==> src/rtl/avl_pkg.sv <==
// Shared types and constants for the two-master Avalon-MM arbiter.
// Grant states, the last-grant encoding and the full-word byte-enable mask.
package avl_pkg;

    typedef enum logic [1:0] {
        IDLE  = 2'd0,
        GNT_I = 2'd1,
        GNT_D = 2'd2
    } arb_state_t;

    localparam logic [3:0] BE_WORD = 4'b1111;

    // Encoding of the last_gnt register.
    localparam logic LAST_I = 1'b0;
    localparam logic LAST_D = 1'b1;

endpackage

==> src/rtl/avl_rr_pick.sv <==
// Combinational two-way round-robin winner selection.
// On a tie the port that was not granted last wins.
module avl_rr_pick
    import avl_pkg::*;
(
    input  logic       req_instr,
    input  logic       req_data,
    input  logic       last_gnt,
    output arb_state_t gnt_state
);

    always_comb begin
        gnt_state = IDLE;
        if (req_instr && req_data) begin
            gnt_state = (last_gnt == LAST_D) ? GNT_I : GNT_D;
        end else if (req_instr) begin
            gnt_state = GNT_I;
        end else if (req_data) begin
            gnt_state = GNT_D;
        end
    end

endmodule

==> src/rtl/avl_arbiter_2to1.sv <==
// Two-master (instr read-only, data read/write) to one-slave Avalon-MM arbiter with
// round-robin grant, back-to-back hand-over, completion counters and a stall watchdog.
module avl_arbiter_2to1
    import avl_pkg::*;
#(
    parameter int unsigned TIMEOUT_CYCLES = 1024,
    parameter int unsigned COUNT_W        = 32
) (
    input  logic               clk,
    input  logic               rst,
    input  logic [31:0]        i_address,
    input  logic               i_read,
    output logic [31:0]        i_readdata,
    output logic               i_waitrequest,
    input  logic [31:0]        d_address,
    input  logic [3:0]         d_byteenable,
    input  logic [31:0]        d_writedata,
    input  logic               d_read,
    input  logic               d_write,
    output logic [31:0]        d_readdata,
    output logic               d_waitrequest,
    output logic [31:0]        m_address,
    output logic [3:0]         m_byteenable,
    output logic [31:0]        m_writedata,
    output logic               m_read,
    output logic               m_write,
    input  logic [31:0]        m_readdata,
    input  logic               m_waitrequest,
    output logic [COUNT_W-1:0] i_count,
    output logic [COUNT_W-1:0] d_count,
    output logic               timeout_err
);

    localparam int unsigned WdW = $clog2(TIMEOUT_CYCLES + 1);
    localparam logic [WdW-1:0] WdMax = WdW'(TIMEOUT_CYCLES);

    arb_state_t         state_q, state_d, pick_state;
    logic               last_gnt_q, last_gnt_d;
    logic [COUNT_W-1:0] i_count_q, i_count_d;
    logic [COUNT_W-1:0] d_count_q, d_count_d;
    logic [WdW-1:0]     wd_q, wd_d;
    logic               timeout_q, timeout_d;
    logic               req_instr, req_data, own_req, oth_req;

    assign req_instr = i_read;
    assign req_data  = d_read | d_write;

    avl_rr_pick u_rr_pick (
        .req_instr (req_instr),
        .req_data  (req_data),
        .last_gnt  (last_gnt_q),
        .gnt_state (pick_state)
    );

    always_comb begin
        state_d    = state_q;
        last_gnt_d = last_gnt_q;
        i_count_d  = i_count_q;
        d_count_d  = d_count_q;
        wd_d       = wd_q;
        timeout_d  = timeout_q;
        own_req    = (state_q == GNT_I) ? req_instr : req_data;
        oth_req    = (state_q == GNT_I) ? req_data : req_instr;
        unique case (state_q)
            IDLE: begin
                state_d = pick_state;
                wd_d    = '0;
            end
            GNT_I, GNT_D: begin
                if (own_req && !m_waitrequest) begin
                    if (state_q == GNT_I) begin
                        i_count_d  = i_count_q + COUNT_W'(1);
                        last_gnt_d = LAST_I;
                    end else begin
                        d_count_d  = d_count_q + COUNT_W'(1);
                        last_gnt_d = LAST_D;
                    end
                    wd_d = '0;
                    if (oth_req) begin
                        state_d = (state_q == GNT_I) ? GNT_D : GNT_I;
                    end
                end else if (!own_req) begin
                    state_d = IDLE;
                    wd_d    = '0;
                end else begin
                    // Stalled: saturate the watchdog; the grant is held regardless.
                    if (wd_q != WdMax) begin
                        wd_d = wd_q + WdW'(1);
                    end
                    if (wd_d == WdMax) begin
                        timeout_d = 1'b1;
                    end
                end
            end
            default: state_d = IDLE;
        endcase
    end

    always_comb begin
        m_address     = '0;
        m_byteenable  = '0;
        m_writedata   = '0;
        m_read        = 1'b0;
        m_write       = 1'b0;
        i_waitrequest = 1'b1;
        d_waitrequest = 1'b1;
        i_readdata    = '0;
        d_readdata    = '0;
        unique case (state_q)
            GNT_I: begin
                m_address     = i_address;
                m_byteenable  = BE_WORD;
                m_read        = i_read;
                i_waitrequest = m_waitrequest;
                i_readdata    = m_readdata;
            end
            GNT_D: begin
                m_address     = d_address;
                m_byteenable  = d_byteenable;
                m_writedata   = d_writedata;
                m_read        = d_read;
                m_write       = d_write;
                d_waitrequest = m_waitrequest;
                d_readdata    = m_readdata;
            end
            default: ;
        endcase
    end

    always_ff @(posedge clk or negedge rst) begin
        if (!rst) begin
            state_q    <= IDLE;
            last_gnt_q <= LAST_D;
            i_count_q  <= '0;
            d_count_q  <= '0;
            wd_q       <= '0;
            timeout_q  <= 1'b0;
        end else begin
            state_q    <= state_d;
            last_gnt_q <= last_gnt_d;
            i_count_q  <= i_count_d;
            d_count_q  <= d_count_d;
            wd_q       <= wd_d;
            timeout_q  <= timeout_d;
        end
    end

    assign i_count     = i_count_q;
    assign d_count     = d_count_q;
    assign timeout_err = timeout_q;

    // Illegal master behaviour is a harness bug; stop the simulation on it.
    always_ff @(posedge clk) begin
        if (rst) begin
            assert (!(d_read && d_write))
                else $fatal(1, "d_read and d_write asserted together");
            if (state_q == GNT_I && i_read) begin
                assert (i_address[1:0] == 2'b00) else $fatal(1, "unaligned instr address");
            end
            if (state_q == GNT_D && req_data) begin
                assert (d_address[1:0] == 2'b00) else $fatal(1, "unaligned data address");
            end
        end
    end

endmodule

==> config.mk <==
export PLATFORM = sky130hd
export DESIGN_NAME = avl_arbiter_2to1
export DESIGN_NICKNAME = d
export VERILOG_FILES = /design/src/rtl/avl_pkg.sv /design/src/rtl/avl_rr_pick.sv /design/src/rtl/avl_arbiter_2to1.sv
export SDC_FILE = /design/constraint.sdc
export NUM_CORES = 1
export LEC_CHECK = 0
export CORE_MARGIN = 3
export CORE_UTILIZATION = 33
export CTS_CLUSTER_SIZE = 24
export DETAILED_ROUTE_END_ITERATION = 6
export PLACE_DENSITY_LB_ADDON = 0.15
export SYNTH_ARGS = -nofsm -noshare
export SYNTH_HDL_FRONTEND = slang
export SYNTH_SLANG_ARGS = --single-unit
==> constraint.sdc <==
create_clock -name clk -period 2.1 [get_ports clk]
set_input_delay 0.315 -clock clk [delete_from_list [all_inputs] [get_ports clk]]
set_output_delay 0.315 -clock clk [all_outputs]
set_load 0.005 [all_outputs]
==> results.sh, run 1 <==
export IMPL_seq_area_frac_synth=0.384
export IMPL_path_class="reg -> out"
export IMPL_firstDrtPassIters=4
export IMPL_p_per_area_nw_per_um2=875
export IMPL_cts_buffers=9
export IMPL_clk_latency_ns=0.34
export IMPL_power_internal_uw=6090
export IMPL_totalWireLength_um=24900
export IMPL_finalPower_uw=9290
export IMPL_die_y_um=131
export IMPL_io_buffers=338
export IMPL_rsz0062_at_grt="yes"
export IMPL_grt_use_total=0.276
export IMPL_max_cap_violations=0
export IMPL_dp_hpwl_um=18800
export IMPL_period_minus_slack_ns=2.32
export IMPL_ios=339
export IMPL_crit_path_start_kind="register"
export IMPL_worstPathMaxFanout=6
export IMPL_p_seq_frac=0.190
export IMPL_cp_required_ns=1.78
export IMPL_fin_util=0.696
export IMPL_yosys_top_cells_area="dfrtp_1, and2_1, xnor2_1"
export IMPL_layout_commonest_cell="clkdlybuf4s50_1"
export IMPL_slowest_delay_ns=0.45
export IMPL_synth_top_area_share=0.379
export IMPL_rows=45
export IMPL_initial_core_util=0.337
export IMPL_drc=0
export IMPL_crit_path_frequent_cell="buf_12"
export IMPL_fp_coreArea_um2=15300
export IMPL_detail_route_antenna_nets=0
export IMPL_final_cell_mix="clkdlybuf4s50_1, dfrtp_1, and2_1, buf_6, clkbuf_2"
export IMPL_p_switching_uw=3200
export IMPL_grt_pass1_wl_um=35700
export IMPL_tightestPinTransition_ns=0.847
export IMPL_syn_cell_area_um2=5150
export IMPL_globalRouteOverflowTotal=0
export IMPL_gp_congestion=0.946
export IMPL_syn_inst=591
export IMPL_grt_max_degree=46
export IMPL_hp_class="reg -> reg"
export IMPL_ir_drop_uv=522
export IMPL_yosys_warnings=0
export IMPL_drv_slew=0
export IMPL_synth_area_leader_cell="dfrtp_1"
export IMPL_violations="negative setup slack"
export IMPL_clock_sinks=79
export IMPL_cts_tree="built"
export IMPL_route_vias_total=6127
export IMPL_htreeDepth=3
export IMPL_fmax_mhz=431
export IMPL_hold_viol_final=0
export IMPL_antenna_found_initial=2
export IMPL_synth_avg_cell_area_um2=8.71
export IMPL_cts_clk_slew_worst_paths_ns=0.06
export IMPL_die_area_um2=17100
export IMPL_slew_headroom=0.435
export IMPL_synth_cell_types=41
export IMPL_power_leakage_uw=0.00486
export IMPL_via_per_inst=5.01
export IMPL_synth_fp_nets=737
export IMPL_clock_power_share=0.161
export IMPL_crit_path_end_kind="output port"
export IMPL_setup_ws_ns=-0.219
export IMPL_swShare=0.345
export IMPL_fin_area_um2=10600
export IMPL_post_drt_wl_per_cell_um=20.4
export IMPL_fin_skew_ns=0.00921
export IMPL_pwr_share_comb=0.648
export IMPL_yosys_register_bits=79
export IMPL_ys_async_sr_fraction=1.00
export IMPL_grt_pass1_vias=6064
export IMPL_drive_above_1_share=0.377
export IMPL_period_share=1.10
export IMPL_syn_to_final_growth_pct=106
export IMPL_cp_slowest_cell="dfrtp_2"
export IMPL_synth_edff_count=0
export IMPL_synth_ff_type="dfrtp_1"
export IMPL_worstPathCellList="buf_12, ha_4, buf_12, buf_12, buf_8, buf_6, a22oi_2, nor2b_1, buf_2"
export IMPL_worstPathArrival_ns=2.00
export IMPL_finalSetupViolCount=85
export IMPL_dp_slack_ns=-0.349
export IMPL_status="finished, violations left"
export IMPL_clockBufferDepth=2
export IMPL_die_w_um=131
export IMPL_root_buffer="clkbuf_16"
export IMPL_nNetsFinal=1150
export IMPL_post_dp_cell_area_um2=9140
export IMPL_setup_tns_ns=-8.69
export IMPL_drt_initial_drc_count=299
==> power by group through the flow <==
| stage | sequential, µW | combinational [µW] | clock (µW) |
|---|---|---|---|
| 6_report | 1770 | 6020 | 1500 |
| 5_1_grt | 1780 | 6330 | 1580 |
| 4_1_cts | 1760 | 5040 | 1520 |
| 3_5_place_dp | 1780 | 4250 | 0 |
| 3_3_place_gp | 1760 | 4190 | 0 |
| 2_1_floorplan | 1750 | 1570 | 0 |
==> path summary, 6_finish.rpt <==
check                           slack [ns]  depth (start not counted)                      end               startpoint
worst max register to register       -0.21                          8  d_count[18]$_DFFE_PN0N_   state_q[0]$_DFFE_PN0P_
min in group asynchronous             0.50                          2  d_count[27]$_DFFE_PN0N_                      rst
worst min register to register        0.47                          1  i_count[31]$_DFFE_PN0N_  i_count[31]$_DFFE_PN0N_
worst max-delay path                 -0.22                          9            m_address[11]   state_q[0]$_DFFE_PN0P_
worst min-delay path                  0.47                          1  i_count[31]$_DFFE_PN0N_  i_count[31]$_DFFE_PN0N_
max in group asynchronous             0.99                          3  d_count[15]$_DFFE_PN0N_                      rst
==> routing by layer <==
metal,up-vias,part of all wire,global-route usage,wire [µm]
met4,2,0.024,0.0768,588
met3,34,0.080,0.0720,2000
met5,-,0.00052,0,13
met1,2994,0.40,0.354,10100
li1,2841,-,-,-
met2,256,0.49,0.461,12200
==> timing repair <==
action | 4_1_cts | 5_1_grt
gates resized for setup | 469 | 292
setup endpoints to repair | 189 | 132
pin swaps | 31 | 35
buffers inserted | 28 | 21
endpoints found under the hold margin | 33 | 0
hold buffers | 1 | 0
cloned | 8 | 3
==> synth_stat cells (2+ instances only) <==
cell type,instances
and3_1,7
nand2b_1,5
nand2_1,41
nor3_1,21
buf_6,2
clkbuf_1,28
nand4_1,13
xnor2_1,38
and4_1,9
o31ai_1,3
nor2_1,29
nor4_1,3
a21oi_1,11
nor2b_1,38
buf_2,3
xor2_1,29
and2_1,103
nand3_1,28
or4_1,2
mux2_2,3
dfrtp_1,78
or3_1,3
o21ai_0,20
a22oi_1,33
inv_1,18
ha_1,8
==> registers in the layout (all words and copies together), names as in the netlist <==
signal       cells
d_count         32
i_count         32
last_gnt_q       1
state_q          2
timeout_err      1
wd_q            11
==> worst max-delay path, delay by kind of cell (launching register included) <==
kind | cells | cell delay (ns)
AOI/OAI and AO/OA | 1 | 0.16
and+or+nand+nor | 1 | 0.07
buffers and inverters | 6 | 0.80
DFF | 1 | 0.45
adders and majority gates | 1 | 0.18
==> cells by family (layout without fill, tap and decap cells) <==
kind of cell	Yosys count	after routing	synth area share
xor gates and xnor gates	67	67	0.114
and+or+nand+nor	311	311	0.344
adders and majority gates	8	8	0.0194
AOI/OAI and AO/OA	70	70	0.0878
muxes	4	4	0.00851
DFF	79	79	0.384
buffers and inverters	52	470	0.0416
other	0	2	0
==> layout make-up <==
cell class | count | area (µm²)
clock buffer | 14 | 274
sequential | 79 | 1980
multi-input combinational | 460 | 3770
antenna | 2 | 5.00
timing repair buffer | 436 | 4240
fill | 1180 | 4640
inverter | 18 | 70.1
tap | 211 | 264
clock inverter | 2 | 13.8
==> per-stage QoR <==
stage                     instances  hold WS [ns]
final                          1222         0.469
after global routing           1221         0.491
after CTS                      1206         0.474
after detailed placement       1153         0.319
after global placement         1153         0.311
after floorplan                 591        0.0194
Note: power is estimated with default switching activity, not from simulation.
==> run 2, diff against run 1 <==
- ABC_AREA: not set -> 1
- CORE_AREA: not set -> 3 3 131 133
- CORE_MARGIN: 3 -> not set
- CORE_UTILIZATION: 33 -> not set
- DIE_AREA: not set -> 0 0 134 136
- SKIP_LAST_GASP: not set -> 1
- clock period: 2.1 -> 2.8 ns (I/O delays scaled with it)
==> results.sh, run 2 <==
export IMPL_status="finished clean"
export IMPL_max_cap_violations=0
export IMPL_die_w_um=134
export IMPL_synth_edff_count=0
export IMPL_initial_core_util=0.383
export IMPL_grt_pass1_wl_um=41800
export IMPL_die_y_um=136
export IMPL_drc=0
export IMPL_clk_latency_ns=0.34
export IMPL_yosysMostFrequentCell="nand2_1"
export IMPL_syn_cell_area_um2=6110
export IMPL_seq_area_frac_synth=0.324
export IMPL_totalWireLength_um=28100
export IMPL_finalPower_uw=5840
export IMPL_yosys_top_cells_area="dfrtp_1, nand2_1, inv_1"
export IMPL_grt_max_degree=59
export IMPL_syn_inst=1022
export IMPL_worstPathMaxFanout=58
export IMPL_post_dp_cell_area_um2=9770
export IMPL_synth_top_area_share=0.320
export IMPL_layout_commonest_cell="nand2_1"
export IMPL_clockBufferDepth=2
export IMPL_hp_class="in -> async"
export IMPL_period_minus_slack_ns=2.73
export IMPL_cp_required_ns=2.38
export IMPL_die_area_um2=18200
export IMPL_drive_above_1_share=0.0374
export IMPL_synth_cell_types=29
export IMPL_grt_use_total=0.303
export IMPL_post_drt_wl_per_cell_um=17.7
export IMPL_ys_async_sr_fraction=1.00
export IMPL_clock_sinks=79
export IMPL_via_per_inst=4.79
export IMPL_yosys_warnings=0
export IMPL_grt_pass1_vias=6929
export IMPL_htreeDepth=3
export IMPL_nNetsFinal=1506
export IMPL_detail_route_antenna_nets=0
export IMPL_syn_to_final_growth_pct=67.1
export IMPL_path_class="reg -> out"
export IMPL_cts_tree="built"
export IMPL_synth_avg_cell_area_um2=5.97
export IMPL_rsz0062_at_grt="yes"
export IMPL_tightestPinTransition_ns=0.546
export IMPL_worstPathCellList="inv_1, ha_4, buf_16, nand2_1, a21oi_1, clkdlybuf4s50_1"
export IMPL_antenna_found_initial=9
export IMPL_drv_slew=0
export IMPL_worstPathArrival_ns=2.31
export IMPL_slew_headroom=0.636
export IMPL_ios=339
export IMPL_crit_path_end_kind="output port"
export IMPL_fin_skew_ns=0.00604
export IMPL_fin_area_um2=10200
export IMPL_cts_buffers=9
export IMPL_hold_viol_final=0
export IMPL_drt_initial_drc_count=617
export IMPL_synthTopCellsByCount="nand2_1, inv_1, nor2_1"
export IMPL_power_leakage_uw=0.00501
export IMPL_fin_cells=1583
export IMPL_finalSetupViolCount=0
export IMPL_yosys_register_bits=79
export IMPL_ir_drop_uv=415
export IMPL_fp_coreArea_um2=15900
export IMPL_firstDrtPassIters=5
export IMPL_fin_util=0.640
export IMPL_synth_fp_nets=1168
export IMPL_dp_hpwl_um=23500
export IMPL_slowest_delay_ns=0.56
export IMPL_synth_ff_type="dfrtp_1"
export IMPL_synth_area_leader_cell="dfrtp_1"
export IMPL_period_share=0.974
export IMPL_gp_congestion=1.04
export IMPL_cts_clk_slew_worst_paths_ns=0.06
export IMPL_final_cell_mix="nand2_1, clkdlybuf4s50_1, inv_1, nor2_1, dfrtp_1"
export IMPL_route_vias_total=7580
export IMPL_io_buffers=338
export IMPL_post_place_cells=1559
export IMPL_fmax_mhz=367
export IMPL_rows=46
export IMPL_crit_path_start_kind="register"
export IMPL_fillers=1507
export IMPL_root_buffer="clkbuf_16"
export IMPL_p_per_area_nw_per_um2=573
export IMPL_cp_slowest_cell="clkdlybuf4s50_1"
export IMPL_globalRouteOverflowTotal=0
[run 2: changes by cell type in the layout (fill, tap and decap cells not counted), moves of 61 or more]
cell,previous run,this run
clkdlybuf4s50_1,201,335
buf_6,63,2
nor2_1,6,98
and2_1,73,0
nand2_1,39,444
inv_1,16,167
[run 2: layout make-up]
class	count	area (µm²)	share of cell area
multi-input combinational	744	3410	0.334
tap	216	270	0.0265
clock inverter	3	40.0	0.00392
antenna	2	5.00	0.000491
clock buffer	13	270	0.0265
sequential	79	1980	0.194
timing repair buffer	356	3590	0.352
inverter	170	641	0.0628
[run 2: power by group]
part           switching, µW  total (µW)  internal [µW]
combinational           1630        3240           1610
sequential               131        1380           1250
clock                    467        1230            761
[run 2: cells by family after synthesis]
| family | after synthesis | share of synthesized area |
|---|---|---|
| simple gates | 634 | 0.425 |
| fa+ha+maj | 8 | 0.0164 |
| flops | 79 | 0.324 |
| xor+xnor | 36 | 0.0516 |
| compound gates | 66 | 0.0564 |
| buf+inv | 199 | 0.126 |
[run 2: per-stage QoR]
stage	hold slack (ns)	setup slack (ns)	setup TNS, ns
2_1_floorplan	0.124	0.942	0
3_3_place_gp	0.450	0.149	0
3_5_place_dp	0.453	0.156	0
4_1_cts	0.0910	-0.193	-0.506
5_1_grt	0.119	-0.0187	-0.0714
6_report	0.0735	0.0729	0
[run 2: path summary, 6_finish.rpt]
path                            cells after the start                      end                    start  slack (ns)
worst max-delay path                                6            m_address[19]   state_q[0]$_DFFE_PN0P_        0.07
worst min-delay path                                1  i_count[11]$_DFFE_PN0N_                      rst        0.07
worst max register to register                      8  i_count[27]$_DFFE_PN0N_   state_q[1]$_DFFE_PN0P_        0.67
worst min register to register                      2  timeout_err$_DFFE_PN0P_  timeout_err$_DFFE_PN0P_        0.47
max in group asynchronous                           2  d_count[11]$_DFFE_PN0N_                      rst        2.12
min in group clk                                    2  timeout_err$_DFFE_PN0P_  timeout_err$_DFFE_PN0P_        0.47
[run 2: timing repair]
| item | in CTS | in global routing |
|---|---|---|
| hold buffers | 0 | 0 |
| gates resized for setup | 4 | 13 |
| pin swaps | 0 | 1 |
| endpoints found under the setup margin | 10 | 37 |
| setup buffers | 0 | 6 |
[run 2: layer usage]
| layer | vias up | GRT usage | routed length, µm |
|---|---|---|---|
| met4 | 14 | 0.0857 | 865 |
| met1 | 3434 | 0.409 | 12000 |
| met5 | - | 0 | 75 |
| met3 | 52 | 0.141 | 3580 |
| met2 | 317 | 0.434 | 11500 |
| li1 | 3763 | - | - |
[run 2: worst max-delay path: cells and delay by family (launching register included)]
kind | cells | cell delay, ns
buf+inv | 3 | 0.96
flops | 1 | 0.44
compound gates | 1 | 0.24
fa+ha+maj | 1 | 0.21
simple gates | 1 | 0.08
==> run 3, diff against run 2 <==
- CORE_AREA: 3 3 131 133 -> 3 3 132 134
- DIE_AREA: 0 0 134 136 -> 0 0 135 137
- clock period: 2.8 -> 2.6 ns (I/O delays scaled with it)
==> results.sh, run 3 (synthesized netlist as in run 2, its figures left out) <==
export IMPL_worstPathCellList="inv_1, ha_1, inv_2, a21oi_1, clkdlybuf4s50_1"
export IMPL_tightestPinTransition_ns=0.573
export IMPL_grt_pass1_vias=6925
export IMPL_slew_headroom=0.618
export IMPL_worstPathMaxFanout=9
export IMPL_drive_above_1_share=0.0366
export IMPL_firstDrtPassIters=5
export IMPL_reg2reg_from="state_q[1]$_DFFE_PN0P_"
export IMPL_globalRouteOverflowTotal=0
export IMPL_detail_route_antenna_nets=0
export IMPL_hold_buffers=0
export IMPL_startpoint="state_q[1]$_DFFE_PN0P_"
export IMPL_drv_slew=0
export IMPL_max_cap_violations=0
export IMPL_power_leakage_uw=0.00512
export IMPL_hold_viol_final=0
export IMPL_antenna_found_initial=7
export IMPL_ios=339
export IMPL_drc=0
export IMPL_period_share=1.01
export IMPL_fin_skew_ns=0.00683
export IMPL_grt_use_total=0.296
export IMPL_post_drt_wl_per_cell_um=17.6
export IMPL_htreeDepth=3
export IMPL_crit_path_start_kind="register"
export IMPL_fp_coreArea_um2=16400
export IMPL_p_per_area_nw_per_um2=621
export IMPL_root_buffer="clkbuf_16"
export IMPL_die_area_um2=18500
export IMPL_slowest_delay_ns=0.60
export IMPL_via_per_inst=4.72
export IMPL_multi_input_area_um2=3400
export IMPL_drt_initial_drc_count=587
export IMPL_finalSetupViolCount=1
export IMPL_grt_pass1_wl_um=41200
export IMPL_io_buffers=338
export IMPL_clock_sinks=79
export IMPL_setup_ws_ns=-0.0319
export IMPL_path_delay_family="buffers and inverters"
export IMPL_fin_util=0.625
export IMPL_status="finished, violations left"
export IMPL_violations="negative setup slack"
export IMPL_cp_required_ns=2.21
export IMPL_rsz0062_at_grt="yes"
export IMPL_power_internal_uw=3940
export IMPL_timing_hold_ws_ns=0.0520
export IMPL_path_class="reg -> out"
export IMPL_hp_class="in -> async"
export IMPL_layout_commonest_cell="nand2_1"
export IMPL_rows=47
export IMPL_p_switching_uw=2420
export IMPL_cts_buffers=9
export IMPL_fmax_mhz=380
export IMPL_syn_to_final_growth_pct=67.8
export IMPL_cts_tree="built"
export IMPL_path_buf_inv=3
export IMPL_cts_clk_slew_worst_paths_ns=0.06
export IMPL_worstPathArrival_ns=2.24
export IMPL_regArea_um2=1980
export IMPL_dp_hpwl_um=23200
export IMPL_die_w_um=135
export IMPL_pwr_share_comb=0.552
export IMPL_clockBufferDepth=2
export IMPL_dp_slack_ns=0.201
export IMPL_swShare=0.380
export IMPL_final_cell_mix="nand2_1, clkdlybuf4s50_1, inv_1, nor2_1, dfrtp_1"
export IMPL_initial_core_util=0.372
export IMPL_gp_congestion=0.961
export IMPL_p_seq_frac=0.232
export IMPL_cp_slowest_cell="clkdlybuf4s50_1"
export IMPL_ir_drop_uv=374
export IMPL_nNetsFinal=1506
export IMPL_clk_latency_ns=0.34
export IMPL_finalPower_uw=6360
export IMPL_period_minus_slack_ns=2.63
export IMPL_die_y_um=137
export IMPL_grt_max_degree=44
export IMPL_fillers=1516
export IMPL_totalWireLength_um=27900
export IMPL_route_vias_total=7500
export IMPL_crit_path_end_kind="output port"
export IMPL_clock_power_share=0.216
==> run 3: changes by cell type in the layout (fill, tap and decap cells not counted), moves of 2 or more <==
cell             change
clkbuf_8             +2
clkdlybuf4s50_1      -5
buf_4                -2
dlymetal6s2s_1       +6
buf_8                +2
==> run 3: worst register-to-register path, stage by stage (launching register included) <==
cell and delay [ns]:
dfrtp_1 0.40, inv_1 0.12, ha_4 0.24, buf_12 0.20
nand2_1 0.11, o21ai_2 0.10, nand3_1 0.11, nor2_1 0.21
buf_12 0.21, nand2_1 0.12, inv_1 0.10, nand2_1 0.06
nand2_1 0.06, nand2_1 0.05
==> run 3: worst paths after layout <==
kind                                                end  slack (ns)  cells after the start
min in group clk                timeout_err$_DFFE_PN0P_        0.48                      2
worst min register to register  timeout_err$_DFFE_PN0P_        0.48                      2
max in group asynchronous       d_count[18]$_DFFE_PN0N_        1.93                      2
worst min-delay path            timeout_err$_DFFE_PN0P_        0.05                      1
worst max register to register  d_count[18]$_DFFE_PN0N_        0.41                     13
worst max-delay path                      m_address[28]       -0.03                      5
==> run 3: per-stage QoR <==
stage	instances	cell area, µm²	setup TNS [ns]
floorplan	1022	6110	0
global placement	1565	9800	0
detailed placement	1565	9800	0
CTS	1584	10200	-0.0213
global route	1587	10200	-0.129
finish	1588	10200	-0.0319
==> run 3: layout make-up <==
cell class,count,share of cell area
inverter,170,0.0623
clock buffer,14,0.0287
clock inverter,2,0.00342
tap,220,0.0269
sequential,79,0.193
timing repair buffer,356,0.353
antenna,3,0.000733
multi-input combinational,744,0.332
==> run 3: power groups by stage <==
| stage | logic [µW] | clock network, µW | registers, µW |
|---|---|---|---|
| 2_1_floorplan | 1320 | 0 | 1470 |
| 3_3_place_gp | 3340 | 0 | 1500 |
| 3_5_place_dp | 3330 | 0 | 1500 |
| 4_1_cts | 3460 | 1400 | 1470 |
| 5_1_grt | 3790 | 1450 | 1500 |
| 6_report | 3510 | 1380 | 1480 |
==> run 3: what timing repair did <==
item / CTS / global route
buffers inserted: 3 / 0
pin swaps: 0 / 1
gates resized for setup: 10 / 8
cloned: 0 / 1
endpoints found under the setup margin: 38 / 16
==> run 3: routing by layer <==
layer  vias up  global-route usage  part of all wire
li1       3766                   -                 -
met1      3388               0.404              0.44
met2       295               0.441              0.43
met3        41               0.120              0.11
met4        10              0.0633             0.018
met5         -                   0            0.0023
